--- config.mk ---
export PLATFORM = sky130hd
export DESIGN_NAME = mem_arbiter_flat
export DESIGN_NICKNAME = d
export VERILOG_FILES = /design/src/rtl/mem_arb_pkg.sv /design/src/rtl/mem_arbiter_if.sv /design/src/rtl/mem_arbiter_rr_pick2.sv /design/src/rtl/mem_arbiter.sv /design/src/flat_wrapper.sv
export SDC_FILE = /design/constraint.sdc
export NUM_CORES = 1
export LEC_CHECK = 0
export CAP_MARGIN = 20
export CORE_UTILIZATION = 45
export CTS_BUF_LIST = sky130_fd_sc_hd__clkbuf_8
export DETAILED_ROUTE_END_ITERATION = 16
export PLACE_DENSITY = 0.86
export SETUP_SLACK_MARGIN = 0.02
export SYNTH_ARGS = -nofsm -noshare
export SYNTH_HDL_FRONTEND = slang
export SYNTH_SLANG_ARGS = --single-unit
--- constraint.sdc ---
create_clock -name clk -period 3.3 [get_ports clk]
set_input_delay 0.33 -clock clk [delete_from_list [all_inputs] [get_ports clk]]
set_output_delay 0.33 -clock clk [all_outputs]
set_load 0.05 [all_outputs]
--- src/rtl/mem_arb_pkg.sv ---
// Shared types and default widths for the icemem arbiter, CPU and memory.
package mem_arb_pkg;
    localparam int ADDR_W_DEF = 8;
    localparam int DATA_W_DEF = 32;

    typedef enum logic [1:0] {IDLE, ISSUE, WAIT, DONE} arb_state_e;
endpackage

--- src/rtl/mem_arbiter_if.sv ---
// Bus between the two masters, the arbiter and the icemem ports.
interface mem_arbiter_if import mem_arb_pkg::*; #(
    parameter int ADDR_W = ADDR_W_DEF,
    parameter int DATA_W = DATA_W_DEF
);
    logic              m0_req,   m1_req;
    logic              m0_we,    m1_we;
    logic [ADDR_W-1:0] m0_addr,  m1_addr;
    logic [DATA_W-1:0] m0_wdata, m1_wdata;
    logic              m0_ack,   m1_ack;
    logic [DATA_W-1:0] m0_rdata, m1_rdata;
    logic [ADDR_W-1:0] mem_read_address;
    logic [ADDR_W-1:0] mem_write_address;
    logic [DATA_W-1:0] mem_write_data;
    logic              mem_write_enable;
    logic [DATA_W-1:0] mem_read_data;

    modport slave (
        input  m0_req, m1_req, m0_we, m1_we, m0_addr, m1_addr, m0_wdata, m1_wdata,
        input  mem_read_data,
        output m0_ack, m1_ack, m0_rdata, m1_rdata,
        output mem_read_address, mem_write_address, mem_write_data, mem_write_enable
    );

    modport master (
        output m0_req, m1_req, m0_we, m1_we, m0_addr, m1_addr, m0_wdata, m1_wdata,
        output mem_read_data,
        input  m0_ack, m1_ack, m0_rdata, m1_rdata,
        input  mem_read_address, mem_write_address, mem_write_data, mem_write_enable
    );
endinterface

--- src/rtl/mem_arbiter_rr_pick2.sv ---
// Two-way round-robin picker: on a tie the port that did not win last time gets it.
module rr_pick2 (
    input  logic [1:0] req,
    input  logic       last_grant,
    output logic       grant_valid,
    output logic       grant_id
);
    assign grant_valid = |req;
    assign grant_id    = (req == 2'b11) ? ~last_grant : req[1];
endmodule

--- src/rtl/mem_arbiter.sv ---
// Shares single-port icemem between the CPU (port 0) and a second master (port 1).
module mem_arbiter import mem_arb_pkg::*; #(
    parameter int ADDR_W       = ADDR_W_DEF,
    parameter int DATA_W       = DATA_W_DEF,
    parameter int READ_LATENCY = 1
) (
    input  logic          clk,
    input  logic          rst_n,
    mem_arbiter_if.slave  bus
);
    localparam int CNT_W = (READ_LATENCY > 1) ? $clog2(READ_LATENCY) : 1;

    arb_state_e        state, state_nxt;
    logic              last_grant, port_q, we_q;
    logic [CNT_W-1:0]  cnt;
    logic              grant_valid, grant_id;
    logic              sel_we;
    logic [ADDR_W-1:0] sel_addr;
    logic [DATA_W-1:0] sel_wdata;

    rr_pick2 u_pick (
        .req         ({bus.m1_req, bus.m0_req}),
        .last_grant  (last_grant),
        .grant_valid (grant_valid),
        .grant_id    (grant_id)
    );

    always_comb begin
        sel_we    = grant_id ? bus.m1_we    : bus.m0_we;
        sel_addr  = grant_id ? bus.m1_addr  : bus.m0_addr;
        sel_wdata = grant_id ? bus.m1_wdata : bus.m0_wdata;
    end

    // Requests are only sampled in IDLE, so a dropped req can never stall the FSM.
    always_comb begin
        state_nxt = state;
        case (state)
            IDLE:    if (grant_valid) state_nxt = ISSUE;
            ISSUE:   state_nxt = we_q ? DONE : WAIT;
            WAIT:    if (cnt == '0) state_nxt = DONE;
            DONE:    state_nxt = IDLE;
            default: state_nxt = IDLE;
        endcase
    end

    always_ff @(posedge clk or negedge rst_n) begin
        if (!rst_n) state <= IDLE;
        else        state <= state_nxt;
    end

    always_ff @(posedge clk or negedge rst_n) begin
        if (!rst_n) begin
            last_grant            <= 1'b1;
            port_q                <= 1'b0;
            we_q                  <= 1'b0;
            cnt                   <= '0;
            bus.mem_read_address  <= '0;
            bus.mem_write_address <= '0;
            bus.mem_write_data    <= '0;
            bus.mem_write_enable  <= 1'b0;
            bus.m0_ack            <= 1'b0;
            bus.m1_ack            <= 1'b0;
            bus.m0_rdata          <= '0;
            bus.m1_rdata          <= '0;
        end else begin
            bus.mem_write_enable <= 1'b0;
            // The address outputs double as the latched transaction address.
            if (state == IDLE && grant_valid) begin
                port_q                <= grant_id;
                last_grant            <= grant_id;
                we_q                  <= sel_we;
                bus.mem_read_address  <= sel_addr;
                bus.mem_write_address <= sel_addr;
                bus.mem_write_enable  <= sel_we;
                if (sel_we) bus.mem_write_data <= sel_wdata;
            end
            if (state == ISSUE)     cnt <= CNT_W'(READ_LATENCY - 1);
            else if (state == WAIT) cnt <= cnt - CNT_W'(1);
            if (state == WAIT && cnt == '0) begin
                if (port_q) bus.m1_rdata <= bus.mem_read_data;
                else        bus.m0_rdata <= bus.mem_read_data;
            end
            bus.m0_ack <= (state_nxt == DONE) && !port_q;
            bus.m1_ack <= (state_nxt == DONE) &&  port_q;
        end
    end
endmodule

--- src/flat_wrapper.sv ---
// flat-port wrapper written by rule: the top's interface ports become plain ports
module mem_arbiter_flat import mem_arb_pkg::*;
#(
    parameter int ADDR_W       = ADDR_W_DEF,
    parameter int DATA_W       = DATA_W_DEF,
    parameter int READ_LATENCY = 1
)
  (clk, rst_n, bus_m0_req, bus_m1_req, bus_m0_we, bus_m1_we, bus_m0_addr, bus_m1_addr, bus_m0_wdata, bus_m1_wdata, bus_mem_read_data, bus_m0_ack, bus_m1_ack, bus_m0_rdata, bus_m1_rdata, bus_mem_read_address, bus_mem_write_address, bus_mem_write_data, bus_mem_write_enable);
  mem_arbiter_if #(.ADDR_W(ADDR_W), .DATA_W(DATA_W)) bus_i ();
  input  logic clk;
  input  logic rst_n;
  input wire logic [$bits(bus_i.m0_req)-1:0] bus_m0_req;
  input wire logic [$bits(bus_i.m1_req)-1:0] bus_m1_req;
  input wire logic [$bits(bus_i.m0_we)-1:0] bus_m0_we;
  input wire logic [$bits(bus_i.m1_we)-1:0] bus_m1_we;
  input wire logic [$bits(bus_i.m0_addr)-1:0] bus_m0_addr;
  input wire logic [$bits(bus_i.m1_addr)-1:0] bus_m1_addr;
  input wire logic [$bits(bus_i.m0_wdata)-1:0] bus_m0_wdata;
  input wire logic [$bits(bus_i.m1_wdata)-1:0] bus_m1_wdata;
  input wire logic [$bits(bus_i.mem_read_data)-1:0] bus_mem_read_data;
  output wire logic [$bits(bus_i.m0_ack)-1:0] bus_m0_ack;
  output wire logic [$bits(bus_i.m1_ack)-1:0] bus_m1_ack;
  output wire logic [$bits(bus_i.m0_rdata)-1:0] bus_m0_rdata;
  output wire logic [$bits(bus_i.m1_rdata)-1:0] bus_m1_rdata;
  output wire logic [$bits(bus_i.mem_read_address)-1:0] bus_mem_read_address;
  output wire logic [$bits(bus_i.mem_write_address)-1:0] bus_mem_write_address;
  output wire logic [$bits(bus_i.mem_write_data)-1:0] bus_mem_write_data;
  output wire logic [$bits(bus_i.mem_write_enable)-1:0] bus_mem_write_enable;
  assign bus_i.m0_req = bus_m0_req;
  assign bus_i.m1_req = bus_m1_req;
  assign bus_i.m0_we = bus_m0_we;
  assign bus_i.m1_we = bus_m1_we;
  assign bus_i.m0_addr = bus_m0_addr;
  assign bus_i.m1_addr = bus_m1_addr;
  assign bus_i.m0_wdata = bus_m0_wdata;
  assign bus_i.m1_wdata = bus_m1_wdata;
  assign bus_i.mem_read_data = bus_mem_read_data;
  assign bus_m0_ack = bus_i.m0_ack;
  assign bus_m1_ack = bus_i.m1_ack;
  assign bus_m0_rdata = bus_i.m0_rdata;
  assign bus_m1_rdata = bus_i.m1_rdata;
  assign bus_mem_read_address = bus_i.mem_read_address;
  assign bus_mem_write_address = bus_i.mem_write_address;
  assign bus_mem_write_data = bus_i.mem_write_data;
  assign bus_mem_write_enable = bus_i.mem_write_enable;
  mem_arbiter #(.ADDR_W(ADDR_W), .DATA_W(DATA_W), .READ_LATENCY(READ_LATENCY)) u_core (.clk(clk), .rst_n(rst_n), .bus(bus_i));
endmodule
==> results of run 1 <==
-- final cells by class --
class | count | area (um^2) | share of cell area
Clock inverter | 11 | 161 | 0.0204
Timing Repair Buffer | 239 | 2390 | 0.302
Inverter | 4 | 15.0 | 0.00190
Multi-Input combinational cell | 180 | 2040 | 0.258
Sequential cell | 113 | 2830 | 0.358
Tap cell | 140 | 175 | 0.0222
Clock buffer | 21 | 289 | 0.0366
-- layer usage --
| metal | up-vias | wire length (um) | global-route usage |
|---|---|---|---|
| met2 | 174 | 5790 | 0.352 |
| met3 | 18 | 1130 | 0.0850 |
| met5 | - | 0 | 0 |
| li1 | 1591 | - | - |
| met1 | 1682 | 4540 | 0.229 |
| met4 | 0 | 184 | 0.0832 |
-- placed cells by master, fill, tap and decap left out, types with 2 or more instances in the layout --
master,n
o21ai_0,10
inv_1,7
mux2_4,62
clkinv_4,2
mux2_2,66
nand2_1,14
mux2i_1,8
a21oi_1,2
buf_4,6
nor2b_1,2
dfrtp_1,112
ha_1,4
bufinv_16,4
clkdlybuf4s50_1,231
clkbuf_8,21
-- kinds of logic after synthesis --
logic type               share of synthesized area
buffers and inverters                       0.0414
AND/OR/NAND/NOR                             0.0190
flip-flops                                   0.557
multiplexers                                 0.348
AO/OA/AOI/OAI                               0.0249
adder cells (fa/ha/maj)                    0.00986
-- repair_timing --
item / in CTS / in global routing
hold buffers: 1 / 0
gates resized for setup: 0 / 0
buffers inserted: 0 / 0
hold endpoints to repair: 54 / 0
-- worst paths after layout --
path,slack [ps],from,cells after the start,endpoint
worst max register to register,1140,u_core.state[0]$_DFF_PN0_,6,u_core.bus.mem_write_data[0]$_DFFE_PN0P_
worst max-delay path,1140,u_core.state[0]$_DFF_PN0_,6,u_core.bus.mem_write_data[0]$_DFFE_PN0P_
worst min-delay path,490,u_core.bus.m0_rdata[6]$_DFFE_PN0P_,1,u_core.bus.m0_rdata[6]$_DFFE_PN0P_
worst min register to register,490,u_core.bus.m0_rdata[6]$_DFFE_PN0P_,1,u_core.bus.m0_rdata[6]$_DFFE_PN0P_
min in group asynchronous,500,rst_n,2,u_core.bus.m0_rdata[10]$_DFFE_PN0P_
max in group asynchronous,2030,rst_n,3,u_core.bus.mem_write_data[31]$_DFFE_PN0P_
-- state kept, by name, summed over array words and instances (netlist names) --
signal / count
u_core.bus.m0_rdata: 32
u_core.bus.m0_ack: 1
u_core.port_q: 1
u_core.bus.m1_ack: 1
u_core.bus.mem_write_data: 32
u_core.we_q: 1
u_core.cnt: 1
u_core.last_grant: 1
u_core.state: 2
u_core.bus.mem_read_address: 8
u_core.bus.m1_rdata: 32
u_core.bus.mem_write_enable: 1
-- power by group --
group | internal, mW | total, mW | switching [mW]
Clock | 0.897 | 1.44 | 0.539
Sequential | 2.10 | 2.51 | 0.410
Combinational | 2.21 | 5.64 | 3.43
Total | 5.21 | 9.59 | 4.38
-- Yosys cell counts, types with 2 or more instances --
master and n:
a21oi_1 2, clkbuf_1 2, buf_4 11, inv_1 4, buf_6 8, buf_2 3
mux2_2 66, o21ai_0 10, ha_1 4, mux2_4 62, dfrtp_1 112, nand2_1 14
nor2b_1 3, mux2i_1 8
-- worst max-delay path: stages (launching register included) --
cell     delay [ps]
dfrtp_1         400
inv_1           120
ha_1            250
nand2_1         130
o32ai_4         200
buf_4           520
mux2_2          400
-- metrics by stage --
step           cells  hold slack, ps
2_1_floorplan    321            34.4
3_3_place_gp     675             415
3_5_place_dp     675             428
4_1_cts          708             493
5_1_grt          708             513
6_report         708             492
==> metrics list, run 1 <==
* Category of the most critical setup path: reg -> reg
- Area delta synth->final: 55.5%
- The worst-case IR drop observed on VDD is 0.000817 V.
- The number of global-route vias before repair came to 3,661.
- Global router's overall resource usage: 0.207
- The first global-routing pass estimated 17,900 um of wire.
- Share of final-layout standard cells stronger than drive strength 1: 0.298
- Timing analysis after detailed placement gives a worst setup slack of 939 ps.
* Synthesized area per cell: 15.8 um^2
- DRC violations left: 0
- In this run, CTS created clock tree buffers numbering 17.
- During placement, the flow inserted port buffers numbering 232.
- The initial utilization of the core area, before any placement, comes to 0.464.
- At the pin with the least slew margin, the transition time is 1040 ps.
* Critical path capture point type: flop
- In this run the standard cell core region covers 10,900 um^2.
- The run finished with clean final reports.
- After global routing the overflow that remains totals 0.
* Fill cell total of the finished layout: 718
- The worst setup path is launched from a flop.
- The die covers 11,700 um^2.
* Post-detail-place hpwl: 8790 um
- Post-route standard cell area excluding fillers: 7900 um^2
* Critical path peak fanout: 34
* Initial drt markers: 72
- In the final design database the tool counted 677 nets.
* Placed standard-cell area: 7440 um^2
- At the worst endpoint, the arrival time is 2460 ps.
- Data required time of the critical path: 3600 ps
- Adding up every negative setup slack in the final design gives 0 ps.
* Wirelength, routed: 11,700 um
- Clock edge transition at the registers on the reported setup and hold paths: 70 ps
* Maximum buffer depth of the clock tree: 2
- Setup violations remaining at the end of the flow were counted as 0.
- Source-to-sink clock delay at the later pin of the worst-skew pair: 420 ps
* P_leak: 3.46 nW
- In this run, synthesis inferred 0 flip-flops with an integrated enable.
- The H-tree generated during clock tree synthesis spans 4 levels.
* RSZ-0062 raised after global routing: no
- Count of pins on the block boundary: 233
* Post-route core utilization: 0.722
* Synth Instances: 321
- Row generation in the floorplan step produced 38 rows.
* Pwr/cell area: 1210 nW/um^2
- DRT Pass-1 Iters: 4
* Worst clock skew: 11.5 ps
- Via density: 4.89
- At the end of routability-driven placement, the weighted congestion stood at 0.723.
- Vias: 3,465
- Final ANT Viol Nets: 0
- Synthesized area: 5080 um^2
* Post-synthesis async set-or-reset flop share: 1.00
- In the final routed layout, each cell accounts on average for 16.5 um.
- Number of clock sinks seen by CTS: 113
- Relative slew slack: 0.300
* Syn nets: 443
- Maximum number of pins on one net before global-route repair: 59
- Antenna violations before repair: 0
- Sequential share of the synthesized area: 0.557
* Sum of internal, switching and leakage power: 9.59 mW
- Synth unique cells: 26
- Measured along the y axis, the die boundary spans 108 um.
* Number of maximum-capacitance violations: 0
- After synthesis, the cell types taking the most area are dfrtp_1, mux2_4, mux2_2.
- Maximum clock rate: 0.463 GHz
- The tree is rooted in a clkbuf_8.
* Clock tree from TritonCTS: built
- Yosys warning count: 0
- Worst min-delay path category: reg -> reg
- The number of failing hold endpoints at the final stage was 0.
- Die boundary width: 108 um
- Top cell type's share of synthesized area: 0.552
- Number of slew-limit violations in the final report: 0
- Among all flip-flop cells after synthesis, the most frequent one is dfrtp_1.
- Top cell type by total area after synthesis: dfrtp_1
* Tmin final: 2160 ps
- Count of state elements after synthesis: 113
* # diodes: 0
* Tcrit/Tclk final: 0.654
- In the post-route analysis, the smallest setup slack over all paths is 1140 ps.
(Power assumes the default switching activity.)
==> run 2: changes to the inputs <==
Settings changed: CORE_UTILIZATION 45 to 39, PLACE_DENSITY 0.86 to 0.79.
Clock period 3.3 ns to 1.9 ns, I/O delays scaled along.
==> metrics list, run 2 (synthesis results as in run 1) <==
* Post-route core utilization: 0.645 (-0.0774)
* Max stage delay on crit path: 830 ps (+310 ps)
- Die extent in y: 116 um (+7.3%)
* Tmin final: 1840 ps
- The count of boundary I/O pins was 233 (unchanged).
- Worst setup startpoint: u_core.bus.mem_write_data[7]$_DFFE_PN0P_
- TritonCTS built the clock tree.
- The width of the chip came to 116 um (+7.3%).
- Registers with the highest flip-flop counts: u_core.bus.m0_rdata (32), u_core.bus.m1_rdata (32), u_core.bus.mem_write_data (32)
- Data required time of the critical path: 1710 ps (-1890 ps)
- Number of clock sinks seen by CTS: 113 (unchanged)
- Number of maximum-capacitance violations: 0 (unchanged)
* Slack of the worst reg-to-reg path: 80 ps (-1060 ps)
- Worst hold slack after final layout: 319 ps (-172 ps)
* Element type at the critical path start: flop
* Core Footprint: 12,700 um^2 (+16%)
- Worst clock skew: 7.10 ps (-4.40 ps)
- The number of rows in the core area was 41 (+7.9%).
- The critical path buffer and inverter count came to 1 (-1).
- Net count of the finished layout: 693 (+2.4%)
* DRC violations left: 0 (unchanged)
- # diodes: 0 (unchanged)
- Total congestion overflow: 0 (unchanged)
- The via total after detailed routing came to 3,497 (+0.92%).
- The final RePlAce weighted congestion is 0.721 (-0.28%).
- The buffer levels on the longest clock path is 2 (unchanged).
* DRT Pass-1 Iters: 4 (unchanged)
- Average wire per cell in the routed design: 15.9 um (-3.1%)
* P_leak: 3.59 nW (+3.7%)
* Via density: 4.63 (-5.5%)
- The power density relative to cell area came to 2040 nW/um^2 (+68%).
* Maximum number of pins on one net before global-route repair: 64 (+8.5%)
* Antenna violations before repair: 0 (unchanged)
- The clock latency on the worst-skew pair is 420 ps (about the same).
- Total CTS buffers: 17 (unchanged)
- The library cell used most frequently in the layout, excluding fill and tap cells, is clkdlybuf4s50_1.
- Timing would allow up to 0.544 GHz.
* Clock root cell: clkbuf_8
- The count of placed standard cells in the final layout, fillers left out was 756 (+6.8%).
- FF-to-FF path depth: 7 (+1)
- Critical path peak fanout: 2 (-94%)
- Largest vdd supply drop: 0.00133 V (+62%)
- Wire length of the first global-routing pass: 18,100 um (+0.96%)
- The number of max-slew violations in the final report was 0 (unchanged).
* Area delta synth->final: 60.9%
- The logic depth of the worst setup path including buffers is 1 (-5).
- The die footprint came to 13,500 um^2 (+15%).
- The placed cell area is 7610 um^2 (+2.3%).
- Critical path capture point: bus_mem_write_data[7]
- On the critical path, the stage with the largest delay is an instance of clkdlybuf4s50_1.
- The clock-pin transition on the worst setup and hold timing paths came to 70 ps (about the same).
- Critical path capture point type: output pin
- In the layout the commonest cells are clkdlybuf4s50_1, dfrtp_1, mux2_2.
* Instance count after placement with tap cells included: 716 (+6.1%)
- The final antenna-violating net count came to 0 (unchanged).
- Post-route standard cell area excluding fillers: 8170 um^2 (+3.5%)
- Relative slew slack: 0.637 (+0.337)
- The number of input and output port buffers inserted is 232 (unchanged).
* Global router's overall resource usage: 0.180 (-0.0263)
- Reg-to-reg critical path endpoint: u_core.bus.mem_write_data[0]$_DFFE_PN0P_
- The first-iteration detailed-routing DRC count was 130 (+81%).
- Chain of cells forming the critical path: clkdlybuf4s50_1
- Result of the run: complete, no violations
* RSZ-0062 raised after global routing: yes
* Critical R2R Launch: u_core.state[1]$_DFF_PN0_
* CTS H-Tree Depth: 4 (unchanged)
- The worst path arrival time was 1650 ps (-810 ps).
- Dividing the final minimum period by the clock period gives 0.967.
- The critical path is of the reg -> out type.
- The number of failing hold endpoints at the final stage came to 0 (unchanged).
* Post-detail-place hpwl: 8740 um (-0.56%)
* Endpoints failing setup: 0 (unchanged)
- The slew at the pin closest to its max-slew limit was 542 ps (-501 ps).
- The starting utilization of the core area came to 0.401 (-0.0636).
* Share of final-layout standard cells stronger than drive strength 1: 0.330 (+0.0329)
- The layout filler cell count was 950 (+32%).
- Wirelength, routed: 12,100 um (+3.5%)
* Dominant delay contributor by cell family on the critical path: buffers and inverters
- The tightest min-delay check is of the in -> async type.
* Vias in the first global route: 3,733 (+2.0%)
## run 2: cell count changes in the layout (fill, tap and decap cells not counted), moves of 3 or more
cell,before,now
clkinvlp_4,1,4
buf_12,1,8
inv_1,7,4
clkinv_2,1,5
buf_4,6,11
bufinv_16,4,1
clkbuf_16,0,3
clkdlybuf4s50_1,231,226
dlymetal6s2s_1,0,4
## run 2: repair_timing
| item | 4_1_cts | 5_1_grt |
|---|---|---|
| setup buffers | 0 | 4 |
| gates resized for setup | 2 | 15 |
| hold buffers | 1 | 0 |
| endpoints found under the setup margin | 13 | 67 |
| cloned | 0 | 4 |
| pin swaps | 0 | 1 |
| hold endpoints to repair | 113 | 0 |
## run 2: how the worst min path moves through the flow
stage | from | end | slack, ps
final | rst_n | u_core.bus.m1_rdata[10]$_DFFE_PN0P_ | 320
after global routing | rst_n | u_core.bus.mem_read_address[6]$_DFFE_PN0P_ | 350
after CTS | rst_n | u_core.cnt$_DFFE_PN0P_ | 310
after detailed placement | rst_n | u_core.bus.m1_rdata[10]$_DFFE_PN0P_ | 210
after global placement | rst_n | u_core.bus.m1_rdata[10]$_DFFE_PN0P_ | 200
after floorplan | rst_n | u_core.bus.m0_ack$_DFF_PN0_ | -110
## run 2: per-stage QoR
stage	setup TNS, ps	power (mW)	setup WS [ps]
2_1_floorplan	0	11.1	68.3
3_3_place_gp	-5.79	14.2	-5.79
3_5_place_dp	-15.8	14.4	-15.8
4_1_cts	0	16.5	20.2
5_1_grt	-12.5	17.4	-12.5
6_report	0	16.6	63.2
## run 2: area by class of cell
cell class	instances	area, um^2	share of cell area
tap	172	215	0.0263
timing repair buffer	255	2660	0.326
clock inverter	12	92.6	0.0113
sequential	113	2830	0.346
inverter	4	15.0	0.00184
clock buffer	20	275	0.0337
multi-input combinational	180	2080	0.255
## run 2: worst reg2reg max path: cells and delay by family, from the launching register on
kind | cells | cell delay, ps
flip-flops | 1 | 420
buffers and inverters | 3 | 410
multiplexers | 1 | 340
AO/OA/AOI/OAI | 1 | 300
adder cells (fa/ha/maj) | 1 | 160
AND/OR/NAND/NOR | 1 | 80
## run 2: layer usage
layer | routed length, um | share of wire | up-vias | GRT usage
met1 | 4540 | 0.38 | 1675 | 0.190
met3 | 1140 | 0.095 | 21 | 0.0727
met5 | 0 | 0 | - | 0
met2 | 6090 | 0.51 | 169 | 0.313
li1 | - | - | 1632 | -
met4 | 282 | 0.023 | 0 | 0.0880
## run 2: where the power goes
part / switching, mW / internal, mW / leakage [nW]
clock network: 0.947 / 1.11 / 0.189
registers: 0.726 / 3.65 / 1.34
logic: 6.04 / 4.17 / 2.06
total: 7.71 / 8.93 / 3.59
==> run 3: changes to the inputs <==
--- a/config.mk
+++ b/config.mk
@@ -13,2 +13,3 @@
 export SETUP_SLACK_MARGIN = 0.02
+export SLEW_MARGIN = 20
 export SYNTH_ARGS = -nofsm -noshare
--- a/constraint.sdc
+++ b/constraint.sdc
@@ -3,2 +3,2 @@
 set_output_delay 0.19 -clock clk [all_outputs]
-set_load 0.05 [all_outputs]
+set_load 0.02 [all_outputs]
==> metrics list, run 3 (synthesis results as in run 1) <==
- The die footprint is 13,500 um^2 (unchanged).
* Tmin final: 1790 ps (-44.2 ps)
* Critical path peak fanout: 21 (+19)
* Wirelength, routed: 11,700 um (-2.7%)
- The sum of net half-perimeters after detailed placement was 8820 um (+0.94%).
* Initial Utilization: 0.401 (unchanged)
* Global router's overall resource usage: 0.181 (+0.000552)
- Worst clock skew: 9.17 ps (+2.07 ps)
- Post-route standard cell area excluding fillers: 8080 um^2 (-1.1%)
* Average wire per cell in the routed design: 15.6 um (-2.2%)
- Most Frequent Cell on Critical Path: nor2b_4
- Area delta synth->final: 59.2%
* DRT Pass-1 Iters: 3 (-1)
- Sum of internal, switching and leakage power: 13.7 mW (-18%)
- Met3 Resource Use GR: 0.0654 (-0.00727)
- The placed cell area is 7610 um^2 (about the same).
- For this design, the slowest cell found on the critical path is dfrtp_1.
* Commonest non-fill, non-tap cells in the layout: clkdlybuf4s50_1, dfrtp_1, mux2_2
- The signal on the critical path passes through inv_2 > buf_4 > ha_1 > nor2b_4 > nor2b_4 > buf_12 > mux2_2.
* P_int: 8.95 mW (+0.27%)
* Element type at the critical path start: flop
- Maximum clock rate: 0.558 GHz (+2.5%)
* Relative slew slack: 0.738 (+0.100)
* Reg-to-reg critical path endpoint: u_core.bus.m0_rdata[4]$_DFFE_PN0P_
* RSZ-0062 raised after global routing: yes
- Critical R2R Launch: u_core.state[0]$_DFF_PN0_
* Clock root cell: clkbuf_8
* Data required time of the critical path: 2200 ps (+490 ps)
- Antenna violations before repair: 0 (unchanged)
* Leading cell type in the layout, fill and taps excluded: clkdlybuf4s50_1
- The number of H-tree levels came to 4 (unchanged).
- Measured slew at the worst slew-check pin: 390 ps (-152 ps)
- The vertical die dimension was 116 um (unchanged).
- Dominant delay contributor by cell family on the critical path: flip-flops
* Clock edge transition at the registers on the reported setup and hold paths: 60 ps (about the same)
- The final core area utilization came to 0.638 (-0.00681).
* Minimum setup slack after placement: -37.2 ps (-21.4 ps)
* Filler-free cell count of the finished design: 752 (-0.53%)
- The buffer levels on the longest clock path is 2 (unchanged).
- DRC violations left: 0 (unchanged)
* Comb pwr share: 0.527 (-0.086)
* Initial drt markers: 175 (+35%)
- Category of the most critical setup path: reg -> reg
* Number of maximum-capacitance violations: 0 (unchanged)
* Source-to-sink clock delay at the later pin of the worst-skew pair: 420 ps (about the same)
- P_leak: 3.52 nW (-1.9%)
- Arr. time, crit path: 2090 ps (+440 ps)
* Registers with the highest flip-flop counts: u_core.bus.m0_rdata (32), u_core.bus.m1_rdata (32), u_core.bus.mem_write_data (32)
- The switching power total was 4.77 mW (-38%).
- Peak-usage layer in the global routing report: met2
- Std cell rows: 41 (unchanged)
* Core Footprint: 12,700 um^2 (unchanged)
- Instance count after placement with tap cells included: 716 (unchanged)
* Total CTS buffers: 17 (unchanged)
* Count of pins on the block boundary: 233 (unchanged)
- The final-layout worst hold slack came to 301 ps (-18.6 ps).
* Number of slew-limit violations in the final report: 0 (unchanged)
* Clock tree from TritonCTS: built
- The post-route worst setup slack is 107 ps (+44.2 ps).
* Die boundary width: 116 um (unchanged)
* Vias in the first global route: 3,796 (+1.7%)
- The tightest min-delay check is of the in -> async type.
- The post-route fraction of the period consumed by the critical path came to 0.943 (-0.0233).
- The power density relative to cell area was 1700 nW/um^2 (-17%).
* Endpoints failing setup: 0 (unchanged)
- The via total after detailed routing was 3,467 (-0.86%).
- The total inserted antenna cells is 0 (unchanged).
- Net count of the finished layout: 689 (-0.58%)
- The critical path buffer and inverter count came to 3 (+2).
- The layout filler cell count was 967 (+1.8%).
- The peak ir drop on the vdd network was 0.000930 V (-30%).
- The aggregate negative setup slack was 0 ps (unchanged).
- Total congestion overflow: 0 (unchanged)
* Max stage delay on crit path: 390 ps (-440 ps)
- The number of failing hold endpoints at the final stage was 0 (unchanged).
- The cell depth of the worst flop-to-flop path is 7 (unchanged).
- Critical path capture point type: flop
- The flow ran to the end, and the final reports show no timing, DRC or antenna violations.
- Number of I/O port buffers: 232 (unchanged)
* Final ANT Viol Nets: 0 (unchanged)
* Met1 track demand over resource in global routing: 0.193 (+0.00271)
- Wire length of the first global-routing pass: 18,100 um (-0.12%)
- Slack of the worst reg-to-reg path: 110 ps (+30 ps)
- Relative contribution of sequential cells to total power: 0.318 (+0.055)
- The global-route met2 utilization is 0.316 (+0.00238).
- Maximum number of pins on one net before global-route repair: 64 (unchanged)
- Switching part of the total power: 0.348 (-0.116)
- Share of final-layout standard cells stronger than drive strength 1: 0.319 (-0.0115)
- Via density: 4.61 (-0.33%)
- The number of sinks on the clock net is 113 (unchanged).
- Clk network pwr share: 0.156 (+0.032)
- Gp weighted congestion: 0.722 (about the same)
-- run 3: cell count changes in the layout (fill, tap and decap cells not counted), sizes merged --
| cell | delta |
|---|---|
| bufinv | +1 |
| bufbuf | +1 |
| clkinv | -1 |
| buf | -3 |
| clkdlybuf4s50 | +5 |
| dlymetal6s2s | -4 |
| clkbuf | -4 |
| inv | +1 |
-- run 3: area by class of cell --
cell class / count / area, um^2 / share of cell area
inverters: 4 / 15.0 / 0.00186
flip-flops and latches: 113 / 2830 / 0.350
multi-input cells: 180 / 2070 / 0.256
repair buffers: 251 / 2580 / 0.319
clock inverters: 13 / 121 / 0.0150
clock buffers: 19 / 262 / 0.0323
well taps: 172 / 215 / 0.0266
-- run 3: power by group through the flow --
stage	Sequential, mW	Combinational (mW)	Clock [mW]
after floorplan	5.70	2.56	0
final	4.36	7.23	2.13
after global placement	4.34	7.02	0
after detailed placement	4.37	7.18	0
after CTS	4.37	7.30	2.21
after global routing	4.51	7.67	2.30
-- run 3: layer usage --
metal / share of wire / wire length, um
met2: 0.51 / 5980
met4: 0.025 / 296
met5: 0 / 0
met3: 0.089 / 1050
met1: 0.38 / 4400
-- run 3: timing repair --
item | in CTS | in global routing
hold endpoints to repair | 113 | 0
pin swaps | 1 | 1
setup buffers | 2 | 0
gates cloned | 1 | 0
resized for setup | 6 | 3
hold buffers | 1 | 0
endpoints found under the setup margin | 12 | 64
-- run 3: worst max-delay path by stage --
stage / from / endpoint / slack, ps / cells past startpoint
2_1_floorplan: u_core.state[0]$_DFF_PN0_ / u_core.bus.mem_write_data[10]$_DFFE_PN0P_ / 70 / 6
3_3_place_gp: bus_m0_req / u_core.bus.mem_write_data[0]$_DFFE_PN0P_ / -5 / 5
3_5_place_dp: bus_m0_req / u_core.bus.mem_write_data[0]$_DFFE_PN0P_ / -40 / 5
4_1_cts: u_core.state[1]$_DFF_PN0_ / u_core.bus.mem_write_data[0]$_DFFE_PN0P_ / 20 / 7
5_1_grt: u_core.state[0]$_DFF_PN0_ / u_core.bus.m0_rdata[4]$_DFFE_PN0P_ / 5 / 7
6_report: u_core.state[0]$_DFF_PN0_ / u_core.bus.m0_rdata[4]$_DFFE_PN0P_ / 110 / 7
-- run 3: tightest hold or removal path: stages --
cell           delay, ps
dlygate4sd3_1        530
buf_4                140
buf_12               240
